## src/rtl/pmem_arbiter_pkg.sv

```systemverilog
`default_nettype none
// ============================================================================
//  Module      : pmem_arb_types (package)
//  Description : Shared types and widths for the physical-memory arbiter.
//                arb_state_t  - controller FSM encoding
//                requester_t  - which L1 cache owns the memory port
//                txn_t        - latched transaction (op, address, write line)
//  Revision    : 1.0 - initial release
// ============================================================================
package pmem_arb_types;

  localparam int ARB_ADDR_WIDTH = 32;   // byte address width of pmem_address
  localparam int ARB_LINE_WIDTH = 256;  // cache-line width of the pmem data bus

  typedef enum logic [1:0] {
    IDLE    = 2'd0,
    SERVE_I = 2'd1,
    SERVE_D = 2'd2
  } arb_state_t;

  typedef enum logic {
    REQ_I = 1'b0,
    REQ_D = 1'b1
  } requester_t;

  typedef struct packed {
    logic                      wr;
    logic [ARB_ADDR_WIDTH-1:0] addr;
    logic [ARB_LINE_WIDTH-1:0] wdata;
  } txn_t;

endpackage : pmem_arb_types
`default_nettype wire

```

## src/rtl/pmem_arbiter_if.sv

```systemverilog
`default_nettype none
// ============================================================================
//  Module      : pmem_arbiter_if
//  Description : Line-transaction bus between a cache and physical memory.
//  Signals     : read, write      request strobes (held until resp)
//                address, wdata   line address and writeback line
//                rdata, resp      returned line and 1-cycle completion
//  Modports    : master   - side that issues requests (cache / arbiter->pmem)
//                slave    - side that answers requests
//                rd_slave - answering side of a read-only requester (I-cache)
//  Revision    : 1.0 - initial release
// ============================================================================
interface pmem_arbiter_if
  import pmem_arb_types::*;
#(
  parameter int ADDR_WIDTH = ARB_ADDR_WIDTH,
  parameter int LINE_WIDTH = ARB_LINE_WIDTH
);

  logic                  read;
  logic                  write;
  logic [ADDR_WIDTH-1:0] address;
  logic [LINE_WIDTH-1:0] wdata;
  logic [LINE_WIDTH-1:0] rdata;
  logic                  resp;

  modport master (
    output read, write, address, wdata,
    input  rdata, resp
  );

  modport slave (
    input  read, write, address, wdata,
    output rdata, resp
  );

  modport rd_slave (
    input  read, address,
    output rdata, resp
  );

endinterface : pmem_arbiter_if
`default_nettype wire

```

## src/rtl/pmem_arbiter_ctrl.sv

```systemverilog
`default_nettype none
// ============================================================================
//  Module      : pmem_arbiter_ctrl
//  Description : Arbitration FSM. Picks one requester per transaction with
//                round-robin priority on contention, holds the grant until
//                physical memory responds, then returns to IDLE for at least
//                one cycle.
//  Ports       : clk, rst_n   clock, synchronous active-low reset
//                i_req        I-cache request (read)
//                d_req        D-cache request (read or write)
//                pmem_resp    physical memory completion
//                grant        requester selected (IDLE) / being served
//                latch_en     capture the granted request this edge
//                serving      a transaction is in flight
//  Revision    : 1.0 - initial release
// ============================================================================
module pmem_arbiter_ctrl
  import pmem_arb_types::*;
(
  input  wire         clk,
  input  wire         rst_n,
  input  wire         i_req,
  input  wire         d_req,
  input  wire         pmem_resp,
  output requester_t  grant,
  output logic        latch_en,
  output logic        serving
);

  arb_state_t state;
  arb_state_t next_state;
  requester_t last_grant;

  always_ff @(posedge clk) begin
    if (!rst_n) begin
      state      <= IDLE;
      last_grant <= REQ_D;   // I-cache wins the first contention after reset
    end else begin
      state <= next_state;
      if (serving && pmem_resp) begin
        last_grant <= grant;
      end
    end
  end

  always_comb begin
    next_state = state;
    grant      = REQ_I;
    latch_en   = 1'b0;
    serving    = 1'b0;

    unique case (state)
      IDLE: begin
        // On contention the requester that was not served last goes first.
        if (i_req && d_req) begin
          grant = (last_grant == REQ_D) ? REQ_I : REQ_D;
        end else if (d_req) begin
          grant = REQ_D;
        end else begin
          grant = REQ_I;
        end
        if (i_req || d_req) begin
          latch_en   = 1'b1;
          next_state = (grant == REQ_I) ? SERVE_I : SERVE_D;
        end
      end
      SERVE_I: begin
        grant   = REQ_I;
        serving = 1'b1;
        if (pmem_resp) begin
          next_state = IDLE;
        end
      end
      SERVE_D: begin
        grant   = REQ_D;
        serving = 1'b1;
        if (pmem_resp) begin
          next_state = IDLE;
        end
      end
      default: begin
        next_state = IDLE;
      end
    endcase
  end

endmodule : pmem_arbiter_ctrl
`default_nettype wire

```

## src/rtl/pmem_arbiter.sv

```systemverilog
`default_nettype none
// ============================================================================
//  Module      : pmem_arbiter
//  Description : Shares the single physical-memory port between the I-cache
//                and the D-cache, one cache-line transaction at a time.
//                The granted request is captured into a transaction register
//                and the memory port is driven only from that register, so
//                requester changes during a transaction have no effect.
//  Ports       : clk, rst_n   clock, synchronous active-low reset
//                i_pmem       I-cache port (read-only requester)
//                d_pmem       D-cache port (read / writeback requester)
//                pmem         physical memory port
//  Parameters  : CHECK_ILLEGAL  enable the read+write-together D-cache check
//  Revision    : 1.0 - initial release
// ============================================================================
module pmem_arbiter
  import pmem_arb_types::*;
#(
  parameter bit CHECK_ILLEGAL = 1'b1
)(
  input  wire              clk,
  input  wire              rst_n,
  pmem_arbiter_if.rd_slave i_pmem,
  pmem_arbiter_if.slave    d_pmem,
  pmem_arbiter_if.master   pmem
);

  requester_t grant;
  logic       latch_en;
  logic       serving;
  logic       d_req;
  logic       illegal_dual_op;
  txn_t       txn;

  assign d_req           = d_pmem.read | d_pmem.write;
  assign illegal_dual_op = d_pmem.read & d_pmem.write;

  pmem_arbiter_ctrl u_ctrl (
    .clk       (clk),
    .rst_n     (rst_n),
    .i_req     (i_pmem.read),
    .d_req     (d_req),
    .pmem_resp (pmem.resp),
    .grant     (grant),
    .latch_en  (latch_en),
    .serving   (serving)
  );

  // A D-cache asserting both strobes is treated as a writeback.
  always_ff @(posedge clk) begin
    if (!rst_n) begin
      txn <= '0;
    end else if (latch_en) begin
      if (grant == REQ_I) begin
        txn.wr    <= 1'b0;
        txn.addr  <= i_pmem.address;
        txn.wdata <= '0;
      end else begin
        txn.wr    <= d_pmem.write;
        txn.addr  <= d_pmem.address;
        txn.wdata <= d_pmem.wdata;
      end
    end
  end

  assign pmem.read    = serving & ~txn.wr;
  assign pmem.write   = serving &  txn.wr;
  assign pmem.address = txn.addr;
  assign pmem.wdata   = txn.wdata;

  // Completion is forwarded in the same cycle only to the served cache;
  // a response arriving while idle reaches nobody.
  assign i_pmem.resp  = serving & (grant == REQ_I) & pmem.resp;
  assign d_pmem.resp  = serving & (grant == REQ_D) & pmem.resp;
  assign i_pmem.rdata = pmem.rdata;
  assign d_pmem.rdata = pmem.rdata;

  generate
    if (CHECK_ILLEGAL) begin : g_illegal_chk
      a_no_dual_op : assert property (@(posedge clk) disable iff (!rst_n)
                                      !illegal_dual_op);
    end
  endgenerate

endmodule : pmem_arbiter
`default_nettype wire

```

## src/flat_wrapper.sv

```systemverilog
// flat-port wrapper written by rule: the top's interface ports become plain ports
module pmem_arbiter_flat import pmem_arb_types::*;
#(
  parameter bit CHECK_ILLEGAL = 1'b1
)
  (clk, rst_n, i_pmem_read, i_pmem_address, i_pmem_rdata, i_pmem_resp, d_pmem_read, d_pmem_write, d_pmem_address, d_pmem_wdata, d_pmem_rdata, d_pmem_resp, pmem_read, pmem_write, pmem_address, pmem_wdata, pmem_rdata, pmem_resp);
  pmem_arbiter_if i_pmem_i ();
  pmem_arbiter_if d_pmem_i ();
  pmem_arbiter_if pmem_i ();
  input  wire clk;
  input  wire rst_n;
  input wire logic [$bits(i_pmem_i.read)-1:0] i_pmem_read;
  input wire logic [$bits(i_pmem_i.address)-1:0] i_pmem_address;
  output wire logic [$bits(i_pmem_i.rdata)-1:0] i_pmem_rdata;
  output wire logic [$bits(i_pmem_i.resp)-1:0] i_pmem_resp;
  input wire logic [$bits(d_pmem_i.read)-1:0] d_pmem_read;
  input wire logic [$bits(d_pmem_i.write)-1:0] d_pmem_write;
  input wire logic [$bits(d_pmem_i.address)-1:0] d_pmem_address;
  input wire logic [$bits(d_pmem_i.wdata)-1:0] d_pmem_wdata;
  output wire logic [$bits(d_pmem_i.rdata)-1:0] d_pmem_rdata;
  output wire logic [$bits(d_pmem_i.resp)-1:0] d_pmem_resp;
  output wire logic [$bits(pmem_i.read)-1:0] pmem_read;
  output wire logic [$bits(pmem_i.write)-1:0] pmem_write;
  output wire logic [$bits(pmem_i.address)-1:0] pmem_address;
  output wire logic [$bits(pmem_i.wdata)-1:0] pmem_wdata;
  input wire logic [$bits(pmem_i.rdata)-1:0] pmem_rdata;
  input wire logic [$bits(pmem_i.resp)-1:0] pmem_resp;
  assign i_pmem_i.read = i_pmem_read;
  assign i_pmem_i.address = i_pmem_address;
  assign i_pmem_rdata = i_pmem_i.rdata;
  assign i_pmem_resp = i_pmem_i.resp;
  assign d_pmem_i.read = d_pmem_read;
  assign d_pmem_i.write = d_pmem_write;
  assign d_pmem_i.address = d_pmem_address;
  assign d_pmem_i.wdata = d_pmem_wdata;
  assign d_pmem_rdata = d_pmem_i.rdata;
  assign d_pmem_resp = d_pmem_i.resp;
  assign pmem_read = pmem_i.read;
  assign pmem_write = pmem_i.write;
  assign pmem_address = pmem_i.address;
  assign pmem_wdata = pmem_i.wdata;
  assign pmem_i.rdata = pmem_rdata;
  assign pmem_i.resp = pmem_resp;
  pmem_arbiter #(.CHECK_ILLEGAL(CHECK_ILLEGAL)) u_core (.clk(clk), .rst_n(rst_n), .i_pmem(i_pmem_i), .d_pmem(d_pmem_i), .pmem(pmem_i));
endmodule
```

## config.mk

```make
export PLATFORM = sky130hd
export DESIGN_NAME = pmem_arbiter_flat
export DESIGN_NICKNAME = d
export VERILOG_FILES = /design/src/rtl/pmem_arbiter_pkg.sv /design/src/rtl/pmem_arbiter_if.sv /design/src/rtl/pmem_arbiter_ctrl.sv /design/src/rtl/pmem_arbiter.sv /design/src/flat_wrapper.sv
export SDC_FILE = /design/constraint.sdc
export NUM_CORES = 1
export LEC_CHECK = 0
export ABC_AREA = 1
export CAP_MARGIN = 10
export CORE_AREA = 5 5 537 539
export DETAILED_ROUTE_END_ITERATION = 10
export DIE_AREA = 0 0 542 544
export PLACE_DENSITY_LB_ADDON = 0.2
export SYNTH_ARGS = -nofsm -noshare
export SYNTH_HDL_FRONTEND = slang
export SYNTH_SLANG_ARGS = --single-unit
export TNS_END_PERCENT = 50
```

## constraint.sdc

```tcl
create_clock -name clk -period 4 [get_ports clk]
set_input_delay 0.8 -clock clk [delete_from_list [all_inputs] [get_ports clk]]
set_output_delay 0.8 -clock clk [all_outputs]
set_load 0.05 [all_outputs]
```

[Word level (Yosys, flattened, before mapping)]
Cells that the tools add are included.
Cells by class
  multiplexer cells: 13
  reductions and logical operators: 6
  eq/ne operators: 4
  bitwise operators: 9
Operators with widths (number)
  $mux W289: 1
  $mux W1: 7
  $and A1 B1 Y1: 6
  $mux W2: 3
  $pmux W2 S2: 1
  $eq A2 B1 Y1 const B: 1
  $eq A2 B2 Y1 const B: 1
  $logic_and A1 B1 Y1: 2
  $logic_not A2 Y1: 1
  $ne A2 B1 Y1 const B: 1
  $ne A2 B2 Y1 const B: 1
  $not A1 Y1: 2
  $pmux W1 S2: 1
  $reduce_and A2 Y1: 1
  $reduce_or A2 Y1: 1
  $logic_or A1 B1 Y1: 1
  $or A1 B1 Y1: 1
Word-level totals
  output and inout port bits: 804
  logic and storage cells: 37
  register bits after elaboration: 292
  input bits: 582

[Logic depth before layout (Yosys ltp)]
  word-level depth: 8
  depth in mapped cells: 10
  gate-level depth less buffers: 8

[By module]
Synthesis repeated with hierarchy kept, for this count alone.
Unflattened totals
  cell total of the unflattened synthesis: 2255
  area total of the unflattened synthesis: 17133.9 µm²
Modules (own cells, without submodules)
  pmem_arbiter: cells each 2225, sequential area each 5785.5 µm², area each 16937.5 µm², instances 1
  pmem_arbiter_ctrl: cells each 30, sequential area each 60.1 µm², area each 196.4 µm², instances 1

[Least setup slack after synthesis]
Ideal clock, no wire load.
  path kind: reg-to-output
  start: reg u_core.u_ctrl.state[0]
  end: out pmem_read
  cell stages (with the launch flop): 5
  path slack: 1.802 ns
  data required time: 3.200 ns
  data arrival time: 1.398 ns
  path buffers: 0
  cells stage by stage: dfxtp_1 inv_1 ha_1 inv_1 nor2_1
On the way
  cells in the longest elaborated chain, start to end: 4
  elaborated cells on any way between the ends: 5
  classes of those cells: 2 x eq/ne; 1 x mux; 1 x bitwise; 1 x reduce/logical
RTL lines
  start: declaration: line pmem_arbiter_ctrl.sv:30  | arb_state_t state;
  start signal: assignment: line pmem_arbiter_ctrl.sv:39  | state <= next_state;
  $eq A2 B2 Y1 / $eq A2 B1 Y1 (equally long branches): line pmem_arbiter_ctrl.sv:52  | unique case (state)
  $reduce_or A2 Y1 (no line) (*)
  $mux W1 (*): line pmem_arbiter_ctrl.sv:52
  $and A1 B1 Y1 (*): line pmem_arbiter.sv:66  | assign pmem.read = serving & ~txn.wr;
  end: declaration: line flat_wrapper.sv:22  | output wire logic [$bits(pmem_i.read)-1:0] pmem_read;
Mark *: on every way between the ends. The rest lies on a longest branch, timed or not.

[Worst setup path after layout]
Same ends and word-level chain as after synthesis.

==> results.md <==
* Outcome: complete, no violations
* DP Wirelength at 120,000 um
* CP required at 3200 ps
* DP Worst Slack at approximately 880 ps
* Share of cells above drive strength 1 at under 10%
* Startpoint types: register
* Flop pwr share at 23.8%
* Syn avg cell area at between 7 and 8 um^2
* P_int at 8.63 mW
* Root Buffer: clkbuf_16
* R2R Setup Slk at 1630 ps
* Switching Share at between 50% and 60%
* Port Buffers at 617
* Gr busiest metal: met2
* Part of the cycle the worst path needs at about 87%
* Setup_tns at 0 ps
* Global-route wire length before repair at 173,000 um
* Layout Nets at about 2,600
* Sequential area share after synthesis at 33.9%
* GR Util met2 at approximately 14%
* Top cells by area, synth: buf_4 (35%), dfxtp_1 (34%), o21ai_0 (7.4%)
* Fmax at 0.289 GHz
* Max FO, Critical Path at 4
* Post-synth top area share at between 30% and 40%
* Routed wire per std cell at approximately 24 um
* Num ports at around 1,400
* Clk pwr share at approximately a quarter
* Max-capacitance violation count at 0
* Synth cell types at 22
* Yosys reg bits at a little under 300
* Core box area at approximately 280,000 um^2
* Worst Setup Slack, final at approximately 540 ps
* DRT Pass-1 Iters at 5
* Reg2reg end: u_core.pmem.wdata[127]$_SDFFE_PN0P_
* Synth Cell Area at around 17,000 um^2
* Final Max Slew Viols at 0
* Pwr dens at between 700 and 800 nW/um^2
* CTS tree: done
* WL final at roughly 140,000 um
* Die H at ~540 um
* Worst r2r src: u_core.u_ctrl.state[0]$_SDFFE_PN0P_
* Routability congestion estimate at about 0.7
* Iteration-0 DRC count of the detailed router at 597
* # DRC at 0
* Arr. time, crit path at 2660 ps
* Hold Crit Start: u_core.txn[288]$_SDFFE_PN0P_
* Met1 usage in global routing at under 10%
* Net Sw Power at 8.81 mW
* Clock buffer depth at 3
* Final Hold Vio Count at 0
* Worst hold path type: register to register
* Syn Inst Count at around 2,300
* Cell taking the most area after synthesis: buf_4
* Remaining antenna violation count at 0
* Clk_skew at 30.0 ps
* Global route overflow at 0
* H-tree depth at 2
* Synthesized net count at around 2,800
* CTS sink count at 292
* Initial Utilization at around 6.1%
* Maximum vdd drop at roughly 0.3 mV
* Routed vias/inst at about 2.3
* FP Rows at a little under 200
* Initial antenna violation count at 54
* Die Wd at 542 um
* Worst Tran Pin Value at roughly 1100 ps
* Total track usage at under 10%
* Leak Pwr at 7.60 nW
* RSZ-0062 raised after global routing: false
* Vias at between 10,000 and 15,000
* Crit Path Category: register to primary output
* Slew Limit Headroom at between 20% and 30%
* Reg2reg path depth at 7
* Tmin final at about 3500 ps
* Met3 Resource Use GR at under 10%
* Post-CTS setup buffers at 0
* Vias in the first global route at between 10,000 and 15,000
* Worst Setup End Kind: primary output
* Post-cts resize count at 0
* Beginning of the critical path: u_core.u_ctrl.state[0]$_SDFFE_PN0P_
* Die area at roughly 290,000 um^2
* Clock slew at reported path FFs at roughly 50 ps
* Number of setup violations in the final report at 0
* Hold_buf cts at 0
* CTS Buf Count at a little under 50
* Clock latency on the worst-skew pair at roughly 700 ps
* Layout area overhead at 35.5%
* Combinational power share at approximately 52%
* YS warnings at 0
* Pin count of the biggest net entering global routing at between 150 and 200
* Critical Path Sink: pmem_read
[kinds of logic after synthesis]
| kind of cell | synth area share (%) |
|---|---|
| buffers and inverters | 39.8 |
| AND/OR/NAND/NOR | 10.9 |
| adder cells (fa/ha/maj) | 0.218 |
| AO/OA/AOI/OAI | 15.2 |
| flip-flops | 33.9 |
[final cells by class]
cell class	count	area, um^2
Fill cell	33200	260000
Timing Repair Buffer	642	6500
Sequential cell	292	5850
Tap cell	3762	4710
Multi-Input combinational cell	989	4560
Clock buffer	65	1380
Inverter	48	188
Clock inverter	15	145
Antenna cell	5	12.5
[worst max-delay path, stage by stage, from the launching register on]
cell and delay, ps:
dfxtp_1 350, inv_1 70, ha_1 350, inv_1 90
nor2_1 100, clkdlybuf4s50_1 1010
[cell usage after synthesis]
cell and count:
clkbuf_1 69, buf_2 39, a21oi_1 249, nand3_1 68
nor2_1 317, inv_2 1, buf_8 3, inv_1 46
clkinv_1 1, nand2_2 1, nor2_2 7, buf_6 7
ha_1 3, buf_12 1, buf_4 803, nand2_1 75
dfxtp_1 292, buf_1 11, a21oi_2 9, o21ai_0 256
nand3_2 1, o21ai_1 3
[cells in the final DEF, fill, tap and decap left out]
cell type / n
clkinvlp_4: 3
a21oi_1: 249
inv_2: 2
nand2_8: 1
clkdlybuf4s50_1: 614
clkbuf_1: 8
buf_4: 16
bufinv_16: 1
nand3_1: 68
nor2_2: 7
nand2_1: 74
inv_1: 45
clkinv_4: 1
clkbuf_16: 50
dfxtp_1: 292
clkbuf_8: 7
nand2_4: 1
buf_8: 1
inv_8: 1
inv_16: 1
clkinv_8: 1
a21oi_2: 9
inv_6: 2
clkinv_2: 6
buf_12: 11
nand3_4: 1
nor2_1: 317
o21ai_1: 3
ha_1: 3
diode_2: 5
o21ai_0: 256
[metal layers]
| metal | share of wire (%) | vias up |
|---|---|---|
| met5 | 0.056 | - |
| met4 | 6.0 | 12 |
| met3 | 21 | 422 |
| met2 | 41 | 1016 |
| met1 | 31 | 6075 |
| li1 | - | 6015 |
[power groups by stage]
stage	sequential, mW	clock [mW]	combinational [mW]
2_1_floorplan	4.05	0	7.60
3_5_place_dp	4.21	0	9.38
3_3_place_gp	4.20	0	9.41
4_1_cts	4.16	4.63	9.40
5_1_grt	4.25	4.68	9.82
6_report	4.15	4.29	9.01
[flip-flops by register name, summed over array words and instances, names as in the netlist]
| name | flops |
|---|---|
| u_core.u_ctrl.state | 2 |
| u_core.txn | 1 |
| u_core.pmem.wdata | 256 |
| u_core.u_ctrl.last_grant | 1 |
| u_core.pmem.address | 32 |
[how the worst min path moves through the flow]
stage	slack, ps	end	cells after the start
2_1_floorplan	460	u_core.txn[288]$_SDFFE_PN0P_	2
3_3_place_gp	470	u_core.txn[288]$_SDFFE_PN0P_	2
3_5_place_dp	480	u_core.txn[288]$_SDFFE_PN0P_	2
4_1_cts	490	u_core.txn[288]$_SDFFE_PN0P_	2
5_1_grt	540	u_core.u_ctrl.state[1]$_SDFFE_PN0P_	2
6_report	490	u_core.txn[288]$_SDFFE_PN0P_	2
[metrics by stage]
| stage | power [mW] | utilization, % | instances | hold WS (ps) | instance area (um^2) |
|---|---|---|---|---|---|
| CTS | 18.2 | 8.23 | 5813 | 493 | 23300 |
| global placement | 13.6 | 7.69 | 5733 | 474 | 21800 |
| floorplan | 11.7 | - | 2262 | 458 | 17200 |
| global route | 18.7 | 8.23 | 5815 | 541 | 23300 |
| detailed placement | 13.6 | 7.69 | 5733 | 484 | 21800 |
| finish | 17.4 | 8.23 | 5818 | 491 | 23300 |
(Power assumes the default switching activity.)
